**config.mk**
```make
export PLATFORM = sky130hd
export DESIGN_NAME = simple_read_arbiter
export DESIGN_NICKNAME = d
export VERILOG_FILES = /design/src/rtl/simple_read_arbiter.sv
export SDC_FILE = /design/constraint.sdc
export NUM_CORES = 1
export LEC_CHECK = 0
export BUFFER_PORTS_ARGS = -buffer_cell sky130_fd_sc_hd__buf_2
export CAP_MARGIN = 25
export CORE_AREA = 3 3 79 81
export DETAILED_ROUTE_END_ITERATION = 8
export DIE_AREA = 0 0 82 84
export PLACE_DENSITY = 0.87
export SYNTH_ARGS = -nofsm -noshare
export SYNTH_HDL_FRONTEND = slang
export SYNTH_SLANG_ARGS = --single-unit
```
**constraint.sdc**
```tcl
create_clock -name clk_i -period 5.8 [get_ports clk_i]
set_input_delay 0.58 -clock clk_i [delete_from_list [all_inputs] [get_ports clk_i]]
set_output_delay 0.58 -clock clk_i [all_outputs]
set_load 0.02 [all_outputs]
```
**src/rtl/simple_read_arbiter.sv**
```systemverilog
// Round-robin arbiter that lets N_REQ read requesters share one simple read port.
// A transfer runs from grant to the port's last beat and cannot be preempted.
module simple_read_arbiter #(
    parameter int N_REQ      = 2,
    parameter int AXI_ADDR_W = 32,
    parameter int AXI_DATA_W = 32,
    parameter int LEN_W      = 8
) (
    input  logic                        clk_i,
    input  logic                        rst_ni,
    input  logic [N_REQ-1:0]            req_valid_i,
    input  logic [N_REQ*AXI_ADDR_W-1:0] req_addr_i,
    input  logic [N_REQ*LEN_W-1:0]      req_len_i,
    output logic [N_REQ-1:0]            req_ready_o,
    output logic [AXI_DATA_W-1:0]       req_data_o,
    output logic [N_REQ-1:0]            req_last_o,
    output logic                        m_rvalid_o,
    output logic [AXI_ADDR_W-1:0]       m_raddr_o,
    output logic [LEN_W-1:0]            m_rlen_o,
    input  logic                        m_rready_i,
    input  logic [AXI_DATA_W-1:0]       m_rdata_i,
    input  logic                        m_rlast_i,
    output logic                        busy_o,
    output logic [2:0]                  grant_o,
    output logic [LEN_W-1:0]            beat_cnt_o
);

    typedef enum logic {IDLE, BUSY} state_e;

    state_e                  state_q;
    logic [2:0]              grant_q;
    logic [2:0]              ptr_q;
    logic [LEN_W-1:0]        beat_cnt_q;

    logic                    busy;
    logic [2:0]              pick;
    logic [3:0]              off;
    logic [3:0]              best;
    logic                    sel_valid;
    logic [AXI_ADDR_W-1:0]   sel_addr;
    logic [LEN_W-1:0]        sel_len;
    logic [N_REQ-1:0]        onehot;

    assign busy = (state_q == BUSY);

    // Winner is the active requester with the smallest distance after the pointer.
    // NOTE: every always_comb output gets a default first so no latch is inferred.
    always_comb begin
        pick = ptr_q;
        off  = '0;
        best = 4'hF;
        for (int k = 0; k < N_REQ; k++) begin
            if (3'(k) >= ptr_q) begin
                off = 4'(k) - 4'(ptr_q);
            end else begin
                off = 4'(k + N_REQ) - 4'(ptr_q);
            end
            if (req_valid_i[k] && (off < best)) begin
                best = off;
                pick = 3'(k);
            end
        end
    end

    // Address and length are routed live from the granted requester, never registered.
    always_comb begin
        sel_valid = 1'b0;
        sel_addr  = '0;
        sel_len   = '0;
        onehot    = '0;
        for (int k = 0; k < N_REQ; k++) begin
            if (grant_q == 3'(k)) begin
                sel_valid = req_valid_i[k];
                sel_addr  = req_addr_i[k*AXI_ADDR_W +: AXI_ADDR_W];
                sel_len   = req_len_i[k*LEN_W +: LEN_W];
                onehot[k] = 1'b1;
            end
        end
    end

    // NOTE: state registers use non-blocking assignments so every flop samples pre-edge values.
    always_ff @(posedge clk_i or negedge rst_ni) begin
        if (!rst_ni) begin
            state_q    <= IDLE;
            grant_q    <= '0;
            ptr_q      <= '0;
            beat_cnt_q <= '0;
        end else begin
            case (state_q)
                IDLE: begin
                    if (|req_valid_i) begin
                        grant_q    <= pick;
                        beat_cnt_q <= '0;
                        state_q    <= BUSY;
                    end
                end
                BUSY: begin
                    if (m_rready_i && (beat_cnt_q != '1)) begin
                        beat_cnt_q <= beat_cnt_q + 1'b1;
                    end
                    // Returning to IDLE forces a gap cycle with m_rvalid_o low.
                    if (m_rready_i && m_rlast_i) begin
                        state_q <= IDLE;
                        ptr_q   <= (grant_q == 3'(N_REQ-1)) ? 3'd0 : grant_q + 3'd1;
                    end
                end
                default: state_q <= IDLE;
            endcase
        end
    end

    assign busy_o      = busy;
    assign grant_o     = grant_q;
    assign beat_cnt_o  = beat_cnt_q;
    assign req_data_o  = m_rdata_i;
    assign m_rvalid_o  = busy & sel_valid;
    assign m_raddr_o   = busy ? sel_addr : '0;
    assign m_rlen_o    = busy ? sel_len : '0;
    assign req_ready_o = (busy && m_rready_i) ? onehot : '0;
    assign req_last_o  = (busy && m_rready_i && m_rlast_i) ? onehot : '0;

endmodule

```
==> impl_metrics.ini, run 1 <==
[clocking]
clk_root_buffer_cell = clkbuf_8
ctsLongestPathBuffers = 2
cts_tree = built
cts_setup_buffers = 0
clkSinkCount = 15
htreeDepth = 1
clk_pin_slew_ps = 60
hold_buffers = 0
cts_resized = 0
cts_buffers = 3
clk_latency_ps = 250

[floorplanning]
core_region_area_sq_um = 5540
dieArea_sq_um = 6890
die_w_um = 82
initial_core_util_pct = 34.0
ios = 207
rows = 27
die_y_um = 84

[sta]
min_period_ps = 2780
tightest_slew_ps = 590
max_slew_margin_pct = 60.6
fmax_mhz = 360
finalSetupTns_ps = 0
drv_slew = 0
rsz0062_at_grt = no
fin_skew_ps = 2.23
fin_crit_sh_pct = 47.9
layout_setup_ws_ps = 3020
final-hold-violation-count = 0
setup_viol = 0

[global_routing]
antenna_found_initial = 0
grt_pass1_wl_um = 9520
grt_max_degree = 54
grt_overflow_total = 0
grt_pass1_vias = 1976
track_usage_pct = 17.0

[placed_design]
io_buffers = 142
hpwl_um = 5030
place.gp.congestion = 0.825
place_ws_ps = 3270

[route]
detail_route.wl_per_cell_um = 15.3
vias = 2095
via_per_inst = 5.11
drt_iter0_drc = 82
routed_wl_um = 6280
ant_nets = 0
remaining_drc_errors = 0
drt_pre_antenna_iters = 4

[power]
clkPwrFrac_pct = 9.3
combPwrFrac_pct = 72.1
p_int_mw = 0.438
p_leak_nw = 1.31
peakVddDrop_uv = 202
power_density_nw_per_um2 = 378
p_sw_share_pct = 52.9
seqPwrFrac_pct = 18.6
power_switching_mw = 0.491

[worst_setup_path]
worstSetupPathType = register to output port
crit_path_end_kind = output port
crit_path_max_fanout = 30
slowest_delay_ps = 580
critical_path.slowest_cell = nor3b_4
cp-start-kind = register
path_cells = nor3b_4 -> buf_4 -> a22oi_1 -> nor2b_1 -> buf_2
critPathArrivalTime_ps = 2200
crit_required_ps = 5220

[synth]
yosysWarningCount = 0
seq_area_frac_synth_pct = 19.9
avgSynthCellArea_sq_um = 7.96
synth_edf_count = 0
yosys_register_bits = 15
async_reset_ff_share_pct = 100
ys.flop_type = dfrtp_1
synthDistinctLibCells = 42
synth_area_sq_um = 1890
synthCells = 237
syn_nets = 365

[job]
max-cap-violations = 0

[final_layout]
syn2layout_area_growth_pct = 30.1
layout.nets = 467
fillers = 548
drive_gt1_share_pct = 45.9
antennaDiodeCount = 0

[run_status]
status = finished, final reports clean

[worst_hold_path]
hp-class = primary input to asynchronous set/reset pin
## power by group through the flow
stage	clock (mW)	combinational, mW	sequential, mW
floorplan	0	0.480	0.184
global route	0.0901	0.737	0.178
global placement	0	0.657	0.170
finish	0.0866	0.669	0.173
detailed placement	0	0.677	0.174
CTS	0.0859	0.679	0.171
## path summary, 6_finish.rpt
path | from | endpoint | slack (ps) | depth (start not counted)
hold reg to reg | beat_cnt_o[1]$_DFFE_PN0P_ | beat_cnt_o[1]$_DFFE_PN0P_ | 540 | 1
hold / removal | rst_ni | beat_cnt_o[4]$_DFFE_PN0P_ | 220 | 1
setup / recovery | grant_o[0]$_DFFE_PN0P_ | m_rlen_o[6] | 3020 | 5
min in group clk_i | beat_cnt_o[1]$_DFFE_PN0P_ | beat_cnt_o[1]$_DFFE_PN0P_ | 540 | 1
setup reg to reg | ptr_q[0]$_DFFE_PN0P_ | grant_o[2]$_DFFE_PN0P_ | 3250 | 11
max in group asynchronous | rst_ni | ptr_q[0]$_DFFE_PN0P_ | 5330 | 1
## metal layers
| metal | wire, um | GRT usage [%] |
|---|---|---|
| met1 | 2680 | 21.9 |
| met2 | 3070 | 29.0 |
| met3 | 452 | 2.81 |
| met4 | 80 | 3.93 |
| met5 | 0 | 0 |
## cells by family (layout without fill, tap and decap cells)
logic type,Yosys count,in the layout,share of synthesized area [%]
and+or+nand+nor,83,83,26.2
AOI/OAI and AO/OA,68,68,26.1
buffers and inverters,55,156,18.0
DFF,15,15,19.9
adders and majority gates,10,10,6.64
xor gates and xnor gates,3,3,1.39
muxes,3,3,1.73
## placed cells by master (no fill, tap or decap), types with 2 or more instances in the layout
cell / synthesis / routed
xor2_1: 2 / 2
o21ai_0: 6 / 6
nand2_1: 9 / 9
nor3_1: 2 / 2
ha_1: 10 / 10
clkbuf_8: 0 / 3
a22oi_1: 41 / 41
a21oi_1: 6 / 6
nor2b_1: 43 / 43
nand2b_1: 4 / 4
dfrtp_1: 15 / 15
o41ai_1: 2 / 2
buf_4: 32 / 3
mux2_2: 2 / 2
and3_1: 3 / 3
inv_1: 7 / 7
nor2_1: 9 / 9
buf_2: 10 / 142
a31oi_1: 5 / 5
## sequential cells by signal (all words and copies together) (netlist names)
name	count
beat_cnt_o	8
busy_o	1
grant_o	3
ptr_q	3
## cell usage after synthesis (3+ instances only)
library cell	number	area (sq um)
buf_4	32	240
buf_2	10	50.1
a22oi_1	41	308
inv_1	7	26.3
dfrtp_1	15	375
nor2b_1	43	269
nand2b_1	4	25.0
nand2_1	9	33.8
clkbuf_1	6	22.5
o21ai_0	6	30.0
and3_1	3	18.8
a31oi_1	5	31.3
nor2_1	9	33.8
a21oi_1	6	30.0
ha_1	10	125
## metrics by stage
stage	cells	utilization, %	power, mW	hold WS, ps	area [sq um]
finish	410	44.3	0.929	222	2450
global route	410	44.3	1.00	247	2450
detailed placement	406	43.5	0.851	504	2410
floorplan	237	-	0.664	284	1890
CTS	410	44.3	0.936	240	2450
global placement	406	43.5	0.827	499	2410
## final cells by class
class	count	area (sq um)	share of cell area, %
Multi-Input combinational cell	167	1180	48.2
Tap cell	72	90.1	3.67
Sequential cell	15	375	15.3
Timing Repair Buffer	145	733	29.9
Clock buffer	4	45.0	1.84
Inverter	7	26.3	1.07
## critical path, delay by kind of cell (launching register included)
| kind | cells | cell delay, ps |
|---|---|---|
| AOI/OAI and AO/OA | 1 | 120 |
| buffers and inverters | 2 | 590 |
| DFF | 1 | 520 |
| and+or+nand+nor | 2 | 720 |
(Power assumes the default switching activity.)
==> inputs of run 2 (changes only) <==
--- a/config.mk
+++ b/config.mk
@@ -7,10 +7,10 @@
 export LEC_CHECK = 0
 export BUFFER_PORTS_ARGS = -buffer_cell sky130_fd_sc_hd__buf_2
 export CAP_MARGIN = 25
-export CORE_AREA = 3 3 79 81
+export CORE_AREA = 3 3 80 82
 export DETAILED_ROUTE_END_ITERATION = 8
-export DIE_AREA = 0 0 82 84
-export PLACE_DENSITY = 0.87
+export DIE_AREA = 0 0 83 85
+export PLACE_DENSITY = 0.85
 export SYNTH_ARGS = -nofsm -noshare
 export SYNTH_HDL_FRONTEND = slang
 export SYNTH_SLANG_ARGS = --single-unit
==> constraint.sdc (replaced) <==
create_clock -name clk_i -period 2.6 [get_ports clk_i]
set_input_delay 0.26 -clock clk_i [delete_from_list [all_inputs] [get_ports clk_i]]
set_output_delay 0.26 -clock clk_i [all_outputs]
set_load 0.02 [all_outputs]
==> run 2 against run 1 <==
Non-clock buffer count rose by 4. Sequential cell count did not move. Routed wire length rose by 1.2%. Count of clock-buffer cells in the layout did not move. Final cell count rose by 1.7%. Global-route usage fell by 0.29 points.
==> impl_metrics.ini, run 2 (synthesized netlist as in run 1, its figures left out) <==
[final_layout]
antennaDiodeCount = 0
syn2layout_area_growth_pct = 32.9
largest_register_ffs = 8
drive_gt1_share_pct = 47.7
layout_common_cells = buf_2, nor2b_1, a22oi_1
layout_commonest_cell = buf_2
final_cell_area_sq_um = 2510
layout.nets = 471

[clocking]
clkSinkCount = 15
cts_buffers = 3
clk_root_buffer_cell = clkbuf_8
clk_latency_ps = 250
clk_pin_slew_ps = 60
htreeDepth = 1
cts_tree = built
cts_setup_buffers = 0
ctsLongestPathBuffers = 2

[placed_design]
io_buffers = 142
hpwl_um = 5100
place.gp.congestion = 0.866
dpl-instance-area_sq_um = 2430
place_ws_ps = 52.7

[route]
vias = 2143
drt_pre_antenna_iters = 4
detail_route.wl_per_cell_um = 15.2
routed_wl_um = 6360
remaining_drc_errors = 0
drt_iter0_drc = 84
ant_nets = 0
via_per_inst = 5.14

[global_routing]
grt_pass1_vias = 2076
grt_pass1_wl_um = 9990
grt_overflow_total = 0
track_usage_pct = 16.7
antenna_found_initial = 0
grt_max_degree = 33

[floorplanning]
die_w_um = 83
die_y_um = 85
core_region_area_sq_um = 5820
dieArea_sq_um = 7060
initial_core_util_pct = 32.4
rows = 28
ios = 207

[sta]
drv_slew = 0
rsz0062_at_grt = no
fin_skew_ps = 3.87
max_slew_margin_pct = 71.3
setup_viol = 0
min_period_ps = 2410
fmax_mhz = 415
fin_crit_sh_pct = 92.7
final-hold-violation-count = 0
tightest_slew_ps = 428
finalSetupTns_ps = 0
layout_setup_ws_ps = 190

[job]
max-cap-violations = 0

[worst_setup_path]
crit_path_end_kind = register
worstSetupPathType = register to register
crit_required_ps = 2740
cp-start-kind = register
critPathArrivalTime_ps = 2550
crit_path_max_fanout = 5
ff2ff_path_depth = 12

[worst_hold_path]
hp-class = primary input to register
hold_depth = 2

[power]
power_density_nw_per_um2 = 842
p_leak_nw = 1.34
peakVddDrop_uv = 394

[run_status]
status = finished, final reports clean
run 2: worst paths after layout:
kind	to	slack, ps	startpoint
max	grant_o[2]$_DFFE_PN0P_	190	ptr_q[1]$_DFFE_PN0P_
min	busy_o$_DFF_PN0_	270	req_valid_i[1]
max reg2reg	grant_o[2]$_DFFE_PN0P_	190	ptr_q[1]$_DFFE_PN0P_
min reg2reg	beat_cnt_o[5]$_DFFE_PN0P_	550	beat_cnt_o[5]$_DFFE_PN0P_
max in group asynchronous	ptr_q[0]$_DFFE_PN0P_	1870	rst_ni
min in group asynchronous	beat_cnt_o[4]$_DFFE_PN0P_	440	rst_ni
run 2: report_power, final:
part / internal [mW] / switching, mW
logic: 0.601 / 0.931
registers: 0.293 / 0.0944
clock network: 0.109 / 0.0820
run 2: area by class of cell:
type | count | area [sq um]
Sequential cell | 15 | 377
Timing Repair Buffer | 149 | 766
Multi-Input combinational cell | 167 | 1200
Clock buffer | 4 | 45.0
Tap cell | 75 | 93.8
Inverter | 7 | 26.3
Fill cell | 580 | 3310
run 2: layer usage:
metal / part of all wire (%) / GRT usage (%) / wire length [um]
met4: 1.5 / 5.05 / 98
met3: 6.4 / 3.98 / 404
met1: 40 / 19.6 / 2520
met5: 0 / 0 / 0
met2: 53 / 30.1 / 3340
run 2: timing repair:
item	CTS	global route
endpoints found under the hold margin	15	0
hold buffers	1	0
setup endpoints to repair	0	3
gates resized for setup	0	5
run 2: stage by stage:
| stage | std cells | hold slack [ps] | util (%) | power, mW |
|---|---|---|---|---|
| after floorplan | 237 | -35.6 | - | 1.48 |
| after global placement | 412 | 178 | 41.9 | 1.87 |
| after detailed placement | 412 | 184 | 41.9 | 1.93 |
| after CTS | 417 | 274 | 42.8 | 2.12 |
| after global routing | 417 | 292 | 43.1 | 2.30 |
| final | 417 | 272 | 43.1 | 2.11 |
run 2: critical path, cell delays in order, from the launching register on:
cell,delay [ps]
dfrtp_1,410
inv_2,120
ha_1,160
ha_2,200
inv_1,80
a21oi_1,170
o2bb2ai_1,100
and2_1,160
ha_1,270
o21ai_0,70
a21oi_1,150
nor3b_2,90
o41ai_1,330
